<file path="config.mk">
export PLATFORM = sky130hd
export DESIGN_NAME = cdb_arbiter_flat
export DESIGN_NICKNAME = d
export VERILOG_FILES = /design/src/rtl/cdb_arbiter_pkg.sv /design/src/rtl/cdb_arbiter_if.sv /design/src/rtl/cdb_arbiter_rr_arbiter.sv /design/src/rtl/cdb_arbiter.sv /design/src/flat_wrapper.sv
export SDC_FILE = /design/constraint.sdc
export NUM_CORES = 1
export LEC_CHECK = 0
export ABC_AREA = 1
export CAP_MARGIN = 20
export CORE_MARGIN = 1.5
export CORE_UTILIZATION = 45
export CTS_BUF_LIST = sky130_fd_sc_hd__clkbuf_16
export CTS_CLUSTER_DIAMETER = 30
export DETAILED_ROUTE_END_ITERATION = 16
export PLACE_DENSITY = 0.79
export SYNTH_ARGS = -nofsm -noshare
export SYNTH_HDL_FRONTEND = slang
export SYNTH_SLANG_ARGS = --single-unit
</file>
<file path="constraint.sdc">
create_clock -name clock -period 9.3 [get_ports clock]
set_input_delay 0.93 -clock clock [delete_from_list [all_inputs] [get_ports clock]]
set_output_delay 0.93 -clock clock [all_outputs]
set_load 0.02 [all_outputs]
</file>
<file path="src/rtl/cdb_arbiter_pkg.sv">
// Shared widths and helpers for the CDB arbiter slice.
package cdb_arbiter_pkg;

    localparam int unsigned ROB_IDX_W = 5;
    localparam int unsigned DATA_W    = 32;

    function automatic int unsigned rr_next(input int unsigned idx, input int unsigned n);
        return (idx + 1) % n;
    endfunction

endpackage

</file>
<file path="src/rtl/cdb_arbiter_if.sv">
// FU result handshake and CDB broadcast bundle; master is the FU side, slave the arbiter.
interface cdb_arbiter_if
    import cdb_arbiter_pkg::*;
#(
    parameter int unsigned NUM_FU = 4,
    parameter int unsigned TAG_W  = ROB_IDX_W
) ();

    typedef struct packed {
        logic              valid;
        logic [TAG_W-1:0]  tag;
        logic [DATA_W-1:0] value;
        logic              take_branch;
    } cdb_packet_t;

    typedef struct packed {
        logic [TAG_W-1:0]  tag;
        logic [DATA_W-1:0] value;
        logic              take_branch;
    } fu_result_packet_t;

    logic [NUM_FU-1:0]             fu_valid;
    logic [NUM_FU-1:0][TAG_W-1:0]  fu_tag;
    logic [NUM_FU-1:0][DATA_W-1:0] fu_value;
    logic [NUM_FU-1:0]             fu_take_branch;
    logic [NUM_FU-1:0]             fu_ready;
    cdb_packet_t                   cdb_packet_out;

    modport master (
        output fu_valid, fu_tag, fu_value, fu_take_branch,
        input  fu_ready, cdb_packet_out
    );

    modport slave (
        input  fu_valid, fu_tag, fu_value, fu_take_branch,
        output fu_ready, cdb_packet_out
    );

endinterface

</file>
<file path="src/rtl/cdb_arbiter_rr_arbiter.sv">
// Combinational round-robin arbiter: first request at or after ptr, wrapping modulo NUM_FU.
module rr_arbiter #(
    parameter int unsigned NUM_FU = 4,
    parameter int unsigned PTR_W  = $clog2(NUM_FU)
) (
    input  logic [NUM_FU-1:0] req,
    input  logic [PTR_W-1:0]  ptr,
    output logic [NUM_FU-1:0] grant,
    output logic              grant_valid
);

    always_comb begin
        int unsigned      idx;
        logic [PTR_W-1:0] sel;
        idx         = 0;
        sel         = '0;
        grant       = '0;
        grant_valid = 1'b0;
        for (int unsigned off = 0; off < NUM_FU; off++) begin
            idx = (32'(ptr) + off) % NUM_FU;
            sel = PTR_W'(idx);
            if (!grant_valid && req[sel]) begin
                grant[sel]  = 1'b1;
                grant_valid = 1'b1;
            end
        end
    end

endmodule

</file>
<file path="src/rtl/cdb_arbiter.sv">
// Common data bus arbiter: one holding buffer per FU, round-robin broadcast of one result per cycle.
// Define CDB_BYPASS_EN to let a transfer into an empty buffer compete for the CDB in the same cycle.
module cdb_arbiter
    import cdb_arbiter_pkg::*;
#(
    parameter int unsigned NUM_FU = 4,
    parameter int unsigned TAG_W  = ROB_IDX_W
) (
    input logic          clock,
    input logic          reset,
    input logic          squash,
    cdb_arbiter_if.slave bus
);

    localparam int unsigned PTR_W = $clog2(NUM_FU);

    logic [NUM_FU-1:0] buf_valid;
    logic [TAG_W-1:0]  buf_tag   [NUM_FU];
    logic [DATA_W-1:0] buf_value [NUM_FU];
    logic [NUM_FU-1:0] buf_take_branch;
    logic [PTR_W-1:0]  rr_ptr;
    logic [PTR_W-1:0]  next_ptr;
    logic [NUM_FU-1:0] req;
    logic [NUM_FU-1:0] grant;
    logic              grant_valid;
    logic [NUM_FU-1:0] xfer;
    logic [NUM_FU-1:0] load;

    logic              cdb_valid;
    logic [TAG_W-1:0]  cdb_tag;
    logic [DATA_W-1:0] cdb_value;
    logic              cdb_take_branch;
    logic [TAG_W-1:0]  sel_tag;
    logic [DATA_W-1:0] sel_value;
    logic              sel_take_branch;

`ifdef CDB_BYPASS_EN
    assign req = buf_valid | bus.fu_valid;
`else
    assign req = buf_valid;
`endif

    rr_arbiter #(
        .NUM_FU (NUM_FU),
        .PTR_W  (PTR_W)
    ) u_rr_arbiter (
        .req         (req),
        .ptr         (rr_ptr),
        .grant       (grant),
        .grant_valid (grant_valid)
    );

    assign bus.fu_ready = ~buf_valid | grant;
    assign xfer         = bus.fu_valid & bus.fu_ready;
    // A grant on an empty buffer can only be a bypassed transfer: broadcast it, do not store it
    assign load         = xfer & ~(grant & ~buf_valid);

    always_comb begin
        sel_tag         = '0;
        sel_value       = '0;
        sel_take_branch = 1'b0;
        next_ptr        = rr_ptr;
        for (int unsigned i = 0; i < NUM_FU; i++) begin
            if (grant[i]) begin
                next_ptr = PTR_W'(rr_next(i, NUM_FU));
`ifdef CDB_BYPASS_EN
                if (!buf_valid[i]) begin
                    sel_tag         = bus.fu_tag[i];
                    sel_value       = bus.fu_value[i];
                    sel_take_branch = bus.fu_take_branch[i];
                end else begin
                    sel_tag         = buf_tag[i];
                    sel_value       = buf_value[i];
                    sel_take_branch = buf_take_branch[i];
                end
`else
                sel_tag         = buf_tag[i];
                sel_value       = buf_value[i];
                sel_take_branch = buf_take_branch[i];
`endif
            end
        end
    end

    always_ff @(posedge clock or posedge reset) begin
        if (reset) begin
            buf_valid       <= '0;
            buf_take_branch <= '0;
            rr_ptr          <= '0;
            cdb_valid       <= 1'b0;
            cdb_tag         <= '0;
            cdb_value       <= '0;
            cdb_take_branch <= 1'b0;
            for (int unsigned i = 0; i < NUM_FU; i++) begin
                buf_tag[i]   <= '0;
                buf_value[i] <= '0;
            end
        end else if (squash) begin
            buf_valid <= '0;
            cdb_valid <= 1'b0;
        end else begin
            cdb_valid <= grant_valid;
            if (grant_valid) begin
                cdb_tag         <= sel_tag;
                cdb_value       <= sel_value;
                cdb_take_branch <= sel_take_branch;
                rr_ptr          <= next_ptr;
            end
            for (int unsigned i = 0; i < NUM_FU; i++) begin
                if (load[i]) begin
                    buf_valid[i]       <= 1'b1;
                    buf_tag[i]         <= bus.fu_tag[i];
                    buf_value[i]       <= bus.fu_value[i];
                    buf_take_branch[i] <= bus.fu_take_branch[i];
                end else if (grant[i]) begin
                    buf_valid[i] <= 1'b0;
                end
            end
        end
    end

    assign bus.cdb_packet_out = {cdb_valid, cdb_tag, cdb_value, cdb_take_branch};

endmodule
</file>
<file path="src/flat_wrapper.sv">
// flat-port wrapper written by rule: the top's interface ports become plain ports
module cdb_arbiter_flat import cdb_arbiter_pkg::*;
#(
    parameter int unsigned NUM_FU = 4,
    parameter int unsigned TAG_W  = ROB_IDX_W
)
  (clock, reset, squash, bus_fu_valid, bus_fu_tag, bus_fu_value, bus_fu_take_branch, bus_fu_ready, bus_cdb_packet_out);
  cdb_arbiter_if #(.NUM_FU(NUM_FU), .TAG_W(TAG_W)) bus_i ();
  input logic clock;
  input logic reset;
  input logic squash;
  input wire logic [$bits(bus_i.fu_valid)-1:0] bus_fu_valid;
  input wire logic [$bits(bus_i.fu_tag)-1:0] bus_fu_tag;
  input wire logic [$bits(bus_i.fu_value)-1:0] bus_fu_value;
  input wire logic [$bits(bus_i.fu_take_branch)-1:0] bus_fu_take_branch;
  output wire logic [$bits(bus_i.fu_ready)-1:0] bus_fu_ready;
  output wire logic [$bits(bus_i.cdb_packet_out)-1:0] bus_cdb_packet_out;
  assign bus_i.fu_valid = bus_fu_valid;
  assign bus_i.fu_tag = bus_fu_tag;
  assign bus_i.fu_value = bus_fu_value;
  assign bus_i.fu_take_branch = bus_fu_take_branch;
  assign bus_fu_ready = bus_i.fu_ready;
  assign bus_cdb_packet_out = bus_i.cdb_packet_out;
  cdb_arbiter #(.NUM_FU(NUM_FU), .TAG_W(TAG_W)) u_core (.clock(clock), .reset(reset), .squash(squash), .bus(bus_i));
endmodule
</file>
## Yosys cells after proc, flatten, opt, wreduce, memory -nomap -nowiden

Index checks and enable logic that the tools add are counted.

| operators by class | value |
|---|---|
| bitwise operators | 10 |
| reductions and logical operators | 21 |
| $add $sub $neg | 3 |
| muxes and demuxes | 50 |
| $lt $le $gt $ge | 8 |

Operators with widths:

| kind | number |
|---|---|
| $mux W32 | 4 |
| $mux W1 | 25 |
| $mux W4 | 5 |
| $mux W5 | 4 |
| $or A4 B4 Y4 | 4 |
| $and A4 B4 Y4 | 3 |
| $lt A2 B3 Y1 const B | 4 |
| $reduce_bool A3 Y1 | 4 |
| $reduce_and A2 Y1 | 5 |
| $bmux W1 S2 | 4 |
| $demux W1 S2 | 4 |
| $ge A2 B1 Y1 const B | 4 |
| $mux W2 | 4 |
| $not A4 Y4 | 2 |
| $logic_and A1 B1 Y1 | 7 |
| $add A2 B2 Y2 const B | 2 |
| $reduce_bool A4 Y1 | 1 |
| $logic_not A1 Y1 | 3 |
| $reduce_and A3 Y1 | 1 |
| $add A2 B1 Y2 const B | 1 |
| $not A1 Y1 | 1 |

| storage, ports and cells | value |
|---|---|
| logic and storage cells | 113 |
| input bits | 159 |
| register bits after elaboration | 197 |

## Depth between registers and ports, before layout

Gate-level depths: netlist of the first run.

| logic depth | value |
|---|---|
| word-level depth | 17 |
| mapped depth | 18 |
| gate-level depth less buffers | 15 |

## Hierarchy

From an unflattened synthesis of the first run, not the netlist that was laid out.

| second synthesis, totals | value |
|---|---|
| cell total of the unflattened synthesis | 1269 |
| area, all modules | 9551.7 um^2 |

Modules (own cells, without submodules):

| module | cells each | instances | area an instance (um^2) |
|---|---|---|---|
| cdb_arbiter | 1193 | 1 | 9132.5 |
| rr_arbiter | 76 | 1 | 419.2 |

## Worst setup path before layout of the first run

OpenSTA, ideal clock, no wires.

| path | value |
|---|---|
| kind | register -> output |
| from | register u_core.rr_ptr[0] |
| to | output port bus_fu_ready[3] |
| slack | 6.263 ns |
| data required time | 8.370 ns |
| path buffers | 2 |
| cell stages (with the launch flop) | 14 |
| arrival | 2.107 ns |
| path through | dfrtp_1 buf_4 inv_4 ha_1 inv_1 nand3_1 nand2_1 nand2_2 nor3_2 nand2_1 nand2_2 clkbuf_1 nor2_1 inv_1 |

| between the ends | value |
|---|---|
| cells in the longest elaborated chain, start to end | 13 |
| elaborated cells on any way between the ends | 48 |
| those cells by class | add/sub (3); order compare (8); mux (23); bitwise (4); reduce/logical (10) |

RTL lines:

| what | line | RTL |
|---|---|---|
| start, declared | cdb_arbiter.sv:21 | `logic [PTR_W-1:0] rr_ptr;` |
| start signal, assigned | cdb_arbiter.sv:107 | `rr_ptr <= next_ptr;` |
| parallel branches: the longest is 11 deep, another holds $lt A2 B3 Y1 | -- |  |
| $mux W4 * | cdb_arbiter_rr_arbiter.sv:22 | `if (!grant_valid && req[sel]) begin` |
| $or A4 B4 Y4 * | cdb_arbiter.sv:53 | `assign bus.fu_ready = ~buf_valid \| grant;` |
| end, declared | flat_wrapper.sv:16 | `output wire logic [$bits(bus_i.fu_ready)-1:0] bus_fu_ready;` |

Every way passes the cells marked *. The select of a mux whose other input is x is not followed.

## Worst setup path in the final report of the first run

| path | value |
|---|---|
| from | register u_core.rr_ptr[0] |
| to | output port bus_fu_ready[2] |

Same word-level chain as after synthesis.

==> results of run 1 <==
[layout make-up]
class / count / area (um2)
clock buffer: 17 / 425
sequential: 197 / 4930
timing repair buffer: 209 / 2070
clock inverter: 15 / 92.6
fill: 1744 / 8020
multi-input combinational: 896 / 3750
tap: 265 / 332
inverter: 23 / 96.3
[cells in the mapped netlist (all sizes together)]
library cell | count | share of area
nand2 | 614 | 0.26
dfrtp | 197 | 0.54
nand3 | 133 | 0.074
nor2 | 90 | 0.037
buf | 52 | 0.037
a21oi | 42 | 0.023
inv | 23 | 0.0097
clkbuf | 19 | 0.0078
ha | 6 | 0.0082
o21ai | 6 | 0.0033
nand4 | 3 | 0.0041
nor3 | 1 | 0.0011
o21a | 1 | 0.00082
[logic make-up after synthesis]
family	synth area share
compound gates	0.0271
simple gates	0.372
buf+inv	0.0540
flops	0.539
fa+ha+maj	0.00820
[metal layers]
metal	vias to the layer above	share of wire	track usage	wire, um
met5	-	0	0	0
met4	0	0.033	0.107	925
met3	64	0.093	0.0577	2570
met2	431	0.46	0.425	12900
met1	3981	0.41	0.353	11300
li1	4006	-	-	-
[sequential cells by signal (all words and copies together) (netlist names), 2 cells and up]
name	count
u_core.buf_take_branch	4
u_core.cdb_tag	5
u_core.buf_value	128
u_core.rr_ptr	2
u_core.buf_tag	20
u_core.buf_valid	4
u_core.cdb_value	32
[critical path: cells and delay by family, from the launching register on]
family	cells	cell delay (ns)
AND/OR/NAND/NOR	7	0.84
adder cells (fa/ha/maj)	1	0.36
buffers and inverters	5	1.77
flip-flops	1	0.58
[per-stage QoR]
step,hold WS (ns),cell area [um2]
after detailed placement,0.459,11200
after global placement,0.454,11200
after global routing,0.488,11700
after CTS,0.476,11700
final,0.474,11700
after floorplan,0.443,9150
[final timing paths]
| kind | slack (ns) | depth (start not counted) | start | end |
|---|---|---|---|---|
| setup / recovery | 4.32 | 13 | u_core.rr_ptr[0] | bus_fu_ready[2] |
| hold / removal | 0.47 | 2 | u_core.buf_value[15] | u_core.buf_value[15] |
| setup reg to reg | 4.94 | 17 | u_core.rr_ptr[0] | u_core.buf_value[53] |
| hold reg to reg | 0.47 | 2 | u_core.buf_value[15] | u_core.buf_value[15] |
| max in group asynchronous | 6.87 | 3 | reset | u_core.cdb_value[26] |
| min in group asynchronous | 1.09 | 2 | reset | u_core.buf_value[118] |
[power by group]
group          total (uW)  internal, uW  leakage [uW]  switching, uW
Combinational        2430           778       0.00324           1650
Sequential           1490          1250       0.00248            237
Clock                 665           338      0.000260            327
Total                4580          2370       0.00598           2220
==> flow_summary.ini, run 1 <==
[outcome]
status = finished clean

[die]
pin_count = 202
die_w_um = 146
num_rows = 51
core_um2 = 19700
start_util = 0.464
chipHeight_um = 146
dieArea_um2 = 21200

[detailed_routing]
first_iter_violations = 747
drc = 0
dr.pass1.iters = 5
routedWlPerCell_um = 17.1
route.vias.total = 8482
drt-total-wl_um = 27700
antenna_left = 0
viasPerCell = 5.23

[logic_synthesis]
synth.distinct_cells = 23
synth_area_um2 = 9150
syn_avg_cell_area_um2 = 7.71
syn-instance-count = 1187
yosys_warnings = 0
ys_seq_area_frac = 0.539
synth-seq-cells = 197
syn-num-nets = 1352

[clocking]
cts_sinks = 197
clk_latency_ns = 0.44
clk_pin_slew_ns = 0.07
cts_setup_buffers = 0
root_buffer = clkbuf_16
cts_resized = 0
cts_made_buffers = 17
clk_path_buf_depth = 2
cts_hold_buf = 0
htree_levels = 4
tritoncts = done

[critical_path]
crit_arrival_ns = 4.05
worstPathRequired_ns = 8.37
crit_slowest_cell = clkdlybuf4s50_1
worstSetupEndpointType = primary output
critPathLaunchType = register
critPathKind = register to primary output
cpPeakStageDelay_ns = 0.62
path_max_fanout = 41
cp_cell_sequence = inv_4 -> ha_1 -> inv_1 -> nand3_1 -> nand2_1 -> nand3_2 -> nor2_1 -> nor2_1 -> nand2_2 -> buf_4 -> inv_2 -> nand2_2 -> clkdlybuf4s50_1

[hold_path]
worst_hold_path_type = register to register

[power]
ir_drop_mv = 0.226
leakage_uw = 0.00598
powerDensity_nw_per_um2 = 392
total_power_uw = 4580

[timing]
setup_slack_ns = 4.32
finalCriticalPeriod_ns = 4.98
tns_ns = 0
skew_ns = 0.00760
slew_viol_final = 0
maxSlewHeadroom = 0.292
setup_viol = 0
hold_viol = 0
worstMarginPinSlew_ns = 1.06
fin_crit_sh = 0.536
rsz0062_at_grt = no
max_freq_mhz = 201

[job]
maxCapViolCount = 0

[global_routing]
grt_max_degree = 147
grtUsageTotal = 0.266
grt_pass1_vias = 8243
antenna_found_initial = 0
grt_overflow = 0
grt_pass1_wl_um = 44100

[place]
port-buffer-count = 201
place_inst = 1590
dp_hpwl_um = 18300
place_congestion = 0.835
pre_cts_ws_ns = 4.91

[finish]
drive_gt1_frac = 0.0464
final_cell_mix = 603 x nand2_1, 201 x clkdlybuf4s50_1, 197 x dfrtp_1
fin_cells = 1622
mostFrequentLayoutCell = nand2_1
area_growth_pct = 27.9
postLayoutCoreUtil = 0.593
antenna_cells = 0
nets = 1509
(Power assumes the default switching activity.)
==> inputs of run 2 (changes only) <==
- PLACE_DENSITY: 0.79 -> 0.82
- clock period: 9.3 -> 4.3 ns (I/O delays scaled with it)
==> flow_summary.ini, run 2 (synthesis results as in run 1) <==
[clocking]
clk_latency_ns = 0.44
clk_path_buf_depth = 2
cts_resized = 0
cts_setup_buffers = 0
cts_hold_buf = 0
tritoncts = done
clk_pin_slew_ns = 0.07
cts_sinks = 197
htree_levels = 4
cts_made_buffers = 17
root_buffer = clkbuf_16

[finish]
largest-register = u_core.buf_value
largest_register_ff_count = 128
area_growth_pct = 29.7
multi_input_area_um2 = 3750
nets = 1518
design_area_um2 = 11900
drive_gt1_frac = 0.0527
reg_top3 = u_core.buf_value: 128 flops, u_core.cdb_value: 32 flops, u_core.buf_tag: 20 flops
regArea_um2 = 4930
final_cell_mix = 604 x nand2_1, 201 x clkdlybuf4s50_1, 197 x dfrtp_1
mostFrequentLayoutCell = nand2_1
antenna_cells = 0
nFillCells = 1731

[power]
leakage_uw = 0.00606
switchingPower_uw = 4830
ir_drop_mv = 0.569
p_int_uw = 5370
seq_power_share = 0.316
total_power_uw = 10200
powerDensity_nw_per_um2 = 860
comb_power_share = 0.525
sw_frac_of_total = 0.474
pwr-share-clk = 0.159

[hold_path]
worst_hold_path_type = primary input to asynchronous set/reset pin

[timing]
skew_ns = 0.0151
fin_crit_sh = 0.905
worstMarginPinSlew_ns = 0.897
setup_slack_ns = 0.407
max_freq_mhz = 257
maxSlewHeadroom = 0.402
slew_viol_final = 0
setup_viol = 0
tns_ns = 0
hold_viol = 0
rsz0062_at_grt = no
finalCriticalPeriod_ns = 3.89

[die]
die_w_um = 146
chipHeight_um = 146
dieArea_um2 = 21200
start_util = 0.464
pin_count = 202
num_rows = 51
core_um2 = 19700

[global_routing]
grtUsageTotal = 0.264
grt_pass1_wl_um = 43800
grt_max_degree = 88
grt_pass1_vias = 8411
antenna_found_initial = 0
grt_overflow = 0

[place]
dp_hpwl_um = 18700
pre_cts_ws_ns = 0.764
placed_cell_area_um2 = 11300
port-buffer-count = 201
place_congestion = 0.858

[critical_path]
critPathKind = register to primary output
crit_arrival_ns = 3.46
worstSetupEndpointType = primary output
worstPathRequired_ns = 3.87
path_max_fanout = 28
critPathLaunchType = register

[detailed_routing]
first_iter_violations = 780
viasPerCell = 5.21
wl_met3_um = 2070
met1_length_um = 11200
antenna_left = 0
wl_met2_um = 12600
drt-total-wl_um = 27200
routedWlPerCell_um = 16.7
drc = 0
route.vias.total = 8497
dr.pass1.iters = 5
top_layer = met4

[job]
maxCapViolCount = 0

[outcome]
status = finished clean
-- run 2: cell types whose count changed in the layout (fill, tap and decap cells not counted), sizes merged --
cell,before,now
inv,27,24
clkinvlp,1,2
buf,8,17
clkinv,10,9
bufinv,0,3
-- run 2: final cells by class --
type,instances,area share
clock buffers,17,0.0358
inverters,23,0.00780
well taps,265,0.0279
clock inverters,15,0.0136
flip-flops and latches,197,0.415
repair buffers,218,0.183
multi-input cells,896,0.316
-- run 2: per-layer routing --
| layer | vias to the layer above | global-route usage |
|---|---|---|
| met3 | 74 | 0.0508 |
| met2 | 432 | 0.416 |
| met1 | 3965 | 0.349 |
| met5 | - | 0 |
| li1 | 4026 | - |
| met4 | 0 | 0.135 |
-- run 2: stage by stage --
step	hold WS (ns)	utilization	instances
floorplan	0.443	-	1187
global placement	0.454	0.571	1598
detailed placement	0.459	0.571	1598
CTS	0.476	0.601	1630
global route	0.325	0.602	1631
finish	0.301	0.602	1631
-- run 2: worst max-delay path, cell delays in order (launching register included) --
cell	delay, ns
dfrtp_1	0.58
inv_4	0.12
ha_1	0.35
inv_1	0.11
nand3_1	0.08
nand2_1	0.11
nand2_2	0.08
nor3_2	0.23
nand2_1	0.10
nand2_2	0.45
nor2_1	0.08
inv_1	0.10
clkdlybuf4s50_1	0.62
-- run 2: final timing paths --
| path | startpoint | endpoint | slack, ns | cells after the start |
|---|---|---|---|---|
| max reg2reg | u_core.rr_ptr[0] | u_core.cdb_value[4] | 0.72 | 15 |
| min | reset | u_core.buf_value[53] | 0.30 | 2 |
| max | u_core.rr_ptr[0] | bus_fu_ready[3] | 0.41 | 12 |
| max in group asynchronous | reset | u_core.cdb_value[7] | 3.25 | 3 |
| min in group clock | u_core.buf_value[27] | u_core.buf_value[27] | 0.47 | 2 |
| min reg2reg | u_core.buf_value[27] | u_core.buf_value[27] | 0.47 | 2 |
-- run 2: power groups by stage --
| stage | Combinational [uW] | Sequential [uW] | Clock [uW] |
|---|---|---|---|
| 2_1_floorplan | 3560 | 3230 | 0 |
| 3_3_place_gp | 5190 | 3190 | 0 |
| 3_5_place_dp | 5320 | 3220 | 0 |
| 4_1_cts | 5350 | 3200 | 1640 |
| 5_1_grt | 5940 | 3310 | 1710 |
| 6_report | 5360 | 3220 | 1620 |
==> inputs of run 3 (changes only) <==
- ABC_AREA: 1 -> not set
- CTS_BUF_LIST: sky130_fd_sc_hd__clkbuf_16 -> sky130_fd_sc_hd__clkbuf_4
==> flow_summary.ini, run 3 <==
[critical_path]
path_buf_inv = 2
critPathKind = register to primary output
cp_cell_sequence = inv_1 -> ha_1 -> mux4_2 -> and2_1 -> o31ai_2 -> and2_2 -> nand2_1 -> clkdlybuf4s50_1
critPathLaunchType = register
cpPeakStageDelay_ns = 0.61
crit_arrival_ns = 3.63
worstSetupEndpointType = primary output
crit_slowest_cell = mux4_2
crit_family = buffers and inverters
worstPathRequired_ns = 3.87
path_max_fanout = 10

[logic_synthesis]
synth_area_um2 = 9180
yosys_warnings = 0
syn-num-nets = 853
synth_most_common_cell = dfrtp_1
synth.distinct_cells = 49
synth_ff_type = dfrtp_1
syn_avg_cell_area_um2 = 13.3
synth_top_area_share = 0.537
synth_top_cells_by_area = dfrtp_1 54%, mux2_4 13%, mux2_2 8.8%
async_reset_ff_frac = 1.00
synth-seq-cells = 197
ys_seq_area_frac = 0.537
synth_area_leader_cell = dfrtp_1
syn-instance-count = 688
ys_top_cells_by_count = 197 x dfrtp_1, 81 x mux2_4, 72 x mux2_2, 51 x nand2_1, 47 x o21ai_0
synth_edf_count = 0

[finish]
multi_input_area_um2 = 3890
nets = 1037
drive_gt1_frac = 0.256
antenna_cells = 0
mostFrequentLayoutCell = clkdlybuf4s50_1
area_growth_pct = 27.6
reg_top3 = u_core.buf_value: 128 flops, u_core.cdb_value: 32 flops, u_core.buf_tag: 20 flops
largest-register = u_core.buf_value
final_cell_mix = 201 x clkdlybuf4s50_1, 196 x dfrtp_1, 81 x mux2_4
nFillCells = 1625
largest_register_ff_count = 128
regArea_um2 = 4930
design_area_um2 = 11700

[clocking]
clk_pin_slew_ns = 0.16
clk_latency_ns = 0.58
clk_path_buf_depth = 2
root_buffer = clkbuf_4
cts_sinks = 197
htree_levels = 4
tritoncts = done
cts_made_buffers = 17
cts_setup_buffers = 0
cts_hold_buf = 0

[timing]
setup_viol = 0
finalCriticalPeriod_ns = 4.06
holdWs_ns = 0.391
fin_crit_sh = 0.945
max_freq_mhz = 246
tns_ns = 0
maxSlewHeadroom = 0.429
rsz0062_at_grt = no
skew_ns = 0.0187
worstMarginPinSlew_ns = 0.856
slew_viol_final = 0
hold_viol = 0

[detailed_routing]
route.vias.total = 6484
drc = 0
drt-total-wl_um = 23700
first_iter_violations = 371
antenna_left = 0
routedWlPerCell_um = 20.6
viasPerCell = 5.61
dr.pass1.iters = 4

[global_routing]
grt_pass1_wl_um = 38100
grt_overflow = 0
grtUsageTotal = 0.230
antenna_found_initial = 0
grt_pass1_vias = 7116
grt_max_degree = 150

[power]
total_power_uw = 10300
ir_drop_mv = 0.569
leakage_uw = 0.00489
powerDensity_nw_per_um2 = 877

[place]
dp_hpwl_um = 15700
place_congestion = 0.919
port-buffer-count = 201
placed_cell_area_um2 = 11400

[hold_path]
worst_hold_path_type = primary input to asynchronous set/reset pin

[die]
core_um2 = 20100
num_rows = 52
dieArea_um2 = 21300
start_util = 0.457
die_w_um = 146
chipHeight_um = 146
pin_count = 202

[job]
maxCapViolCount = 0

[outcome]
status = finished clean
-- run 3: cell count changes in the layout (fill, tap and decap cells not counted), sizes merged, moves of 39 or more --
cell,delta
nand3,-95
nand2,-563
a221oi,+39
mux2,+153
o21ai,+44
a22oi,+40
nor2,-88
-- run 3: kinds of logic after synthesis --
kind of cell | share of synthesized area
compound gates | 0.119
flops | 0.537
buf+inv | 0.0456
simple gates | 0.0624
fa+ha+maj | 0.00818
mux | 0.228
-- run 3: where the power goes --
part	leakage, uW	switching [uW]	internal (uW)
Combinational	0.00236	3050	2690
Clock	0.000180	657	469
Sequential	0.00235	596	2820
-- run 3: what timing repair did --
action,in CTS,in global routing
setup endpoints to repair,0,3
hold endpoints to repair,0,0
gates resized for setup,0,1
-- run 3: cell type report --
type | count | share of cell area
Sequential cell | 197 | 0.421
Multi-Input combinational cell | 428 | 0.332
Timing Repair Buffer | 221 | 0.188
Tap cell | 270 | 0.0288
Clock inverter | 15 | 0.0170
Clock buffer | 17 | 0.0109
Inverter | 7 | 0.00256
-- run 3: metal layers --
layer / share of wire / GRT usage / vias up
li1: - / - / 2921
met1: 0.43 / 0.299 / 3266
met5: 0 / 0 / -
met2: 0.49 / 0.376 / 253
met4: 0.026 / 0.0908 / 0
met3: 0.062 / 0.0498 / 44
-- run 3: worst min-delay path: stages --
cell and delay (ns):
clkdlybuf4s50_1 0.44, clkinvlp_4 0.11, buf_4 0.49
-- run 3: final timing paths --
kind / from / endpoint / slack (ns) / depth (start not counted)
hold reg to reg: u_core.buf_tag[19] / u_core.buf_tag[19] / 0.53 / 1
min in group clock: bus_fu_value[96] / u_core.buf_value[0] / 0.44 / 2
max in group asynchronous: reset / u_core.buf_value[40] / 3.25 / 3
setup reg to reg: u_core.rr_ptr[0] / u_core.buf_value[104] / 0.78 / 9
setup / recovery: u_core.rr_ptr[0] / bus_fu_ready[0] / 0.24 / 8
hold / removal: reset / u_core.cdb_value[27] / 0.39 / 3
-- run 3: metrics by stage --
step                instances  utilization  setup WS (ns)
finish                   1155        0.583          0.237
global route             1155        0.583         0.0206
CTS                      1155        0.583         0.0591
detailed placement       1123        0.566          0.675
global placement         1123        0.566          0.818
floorplan                 688            -           1.20
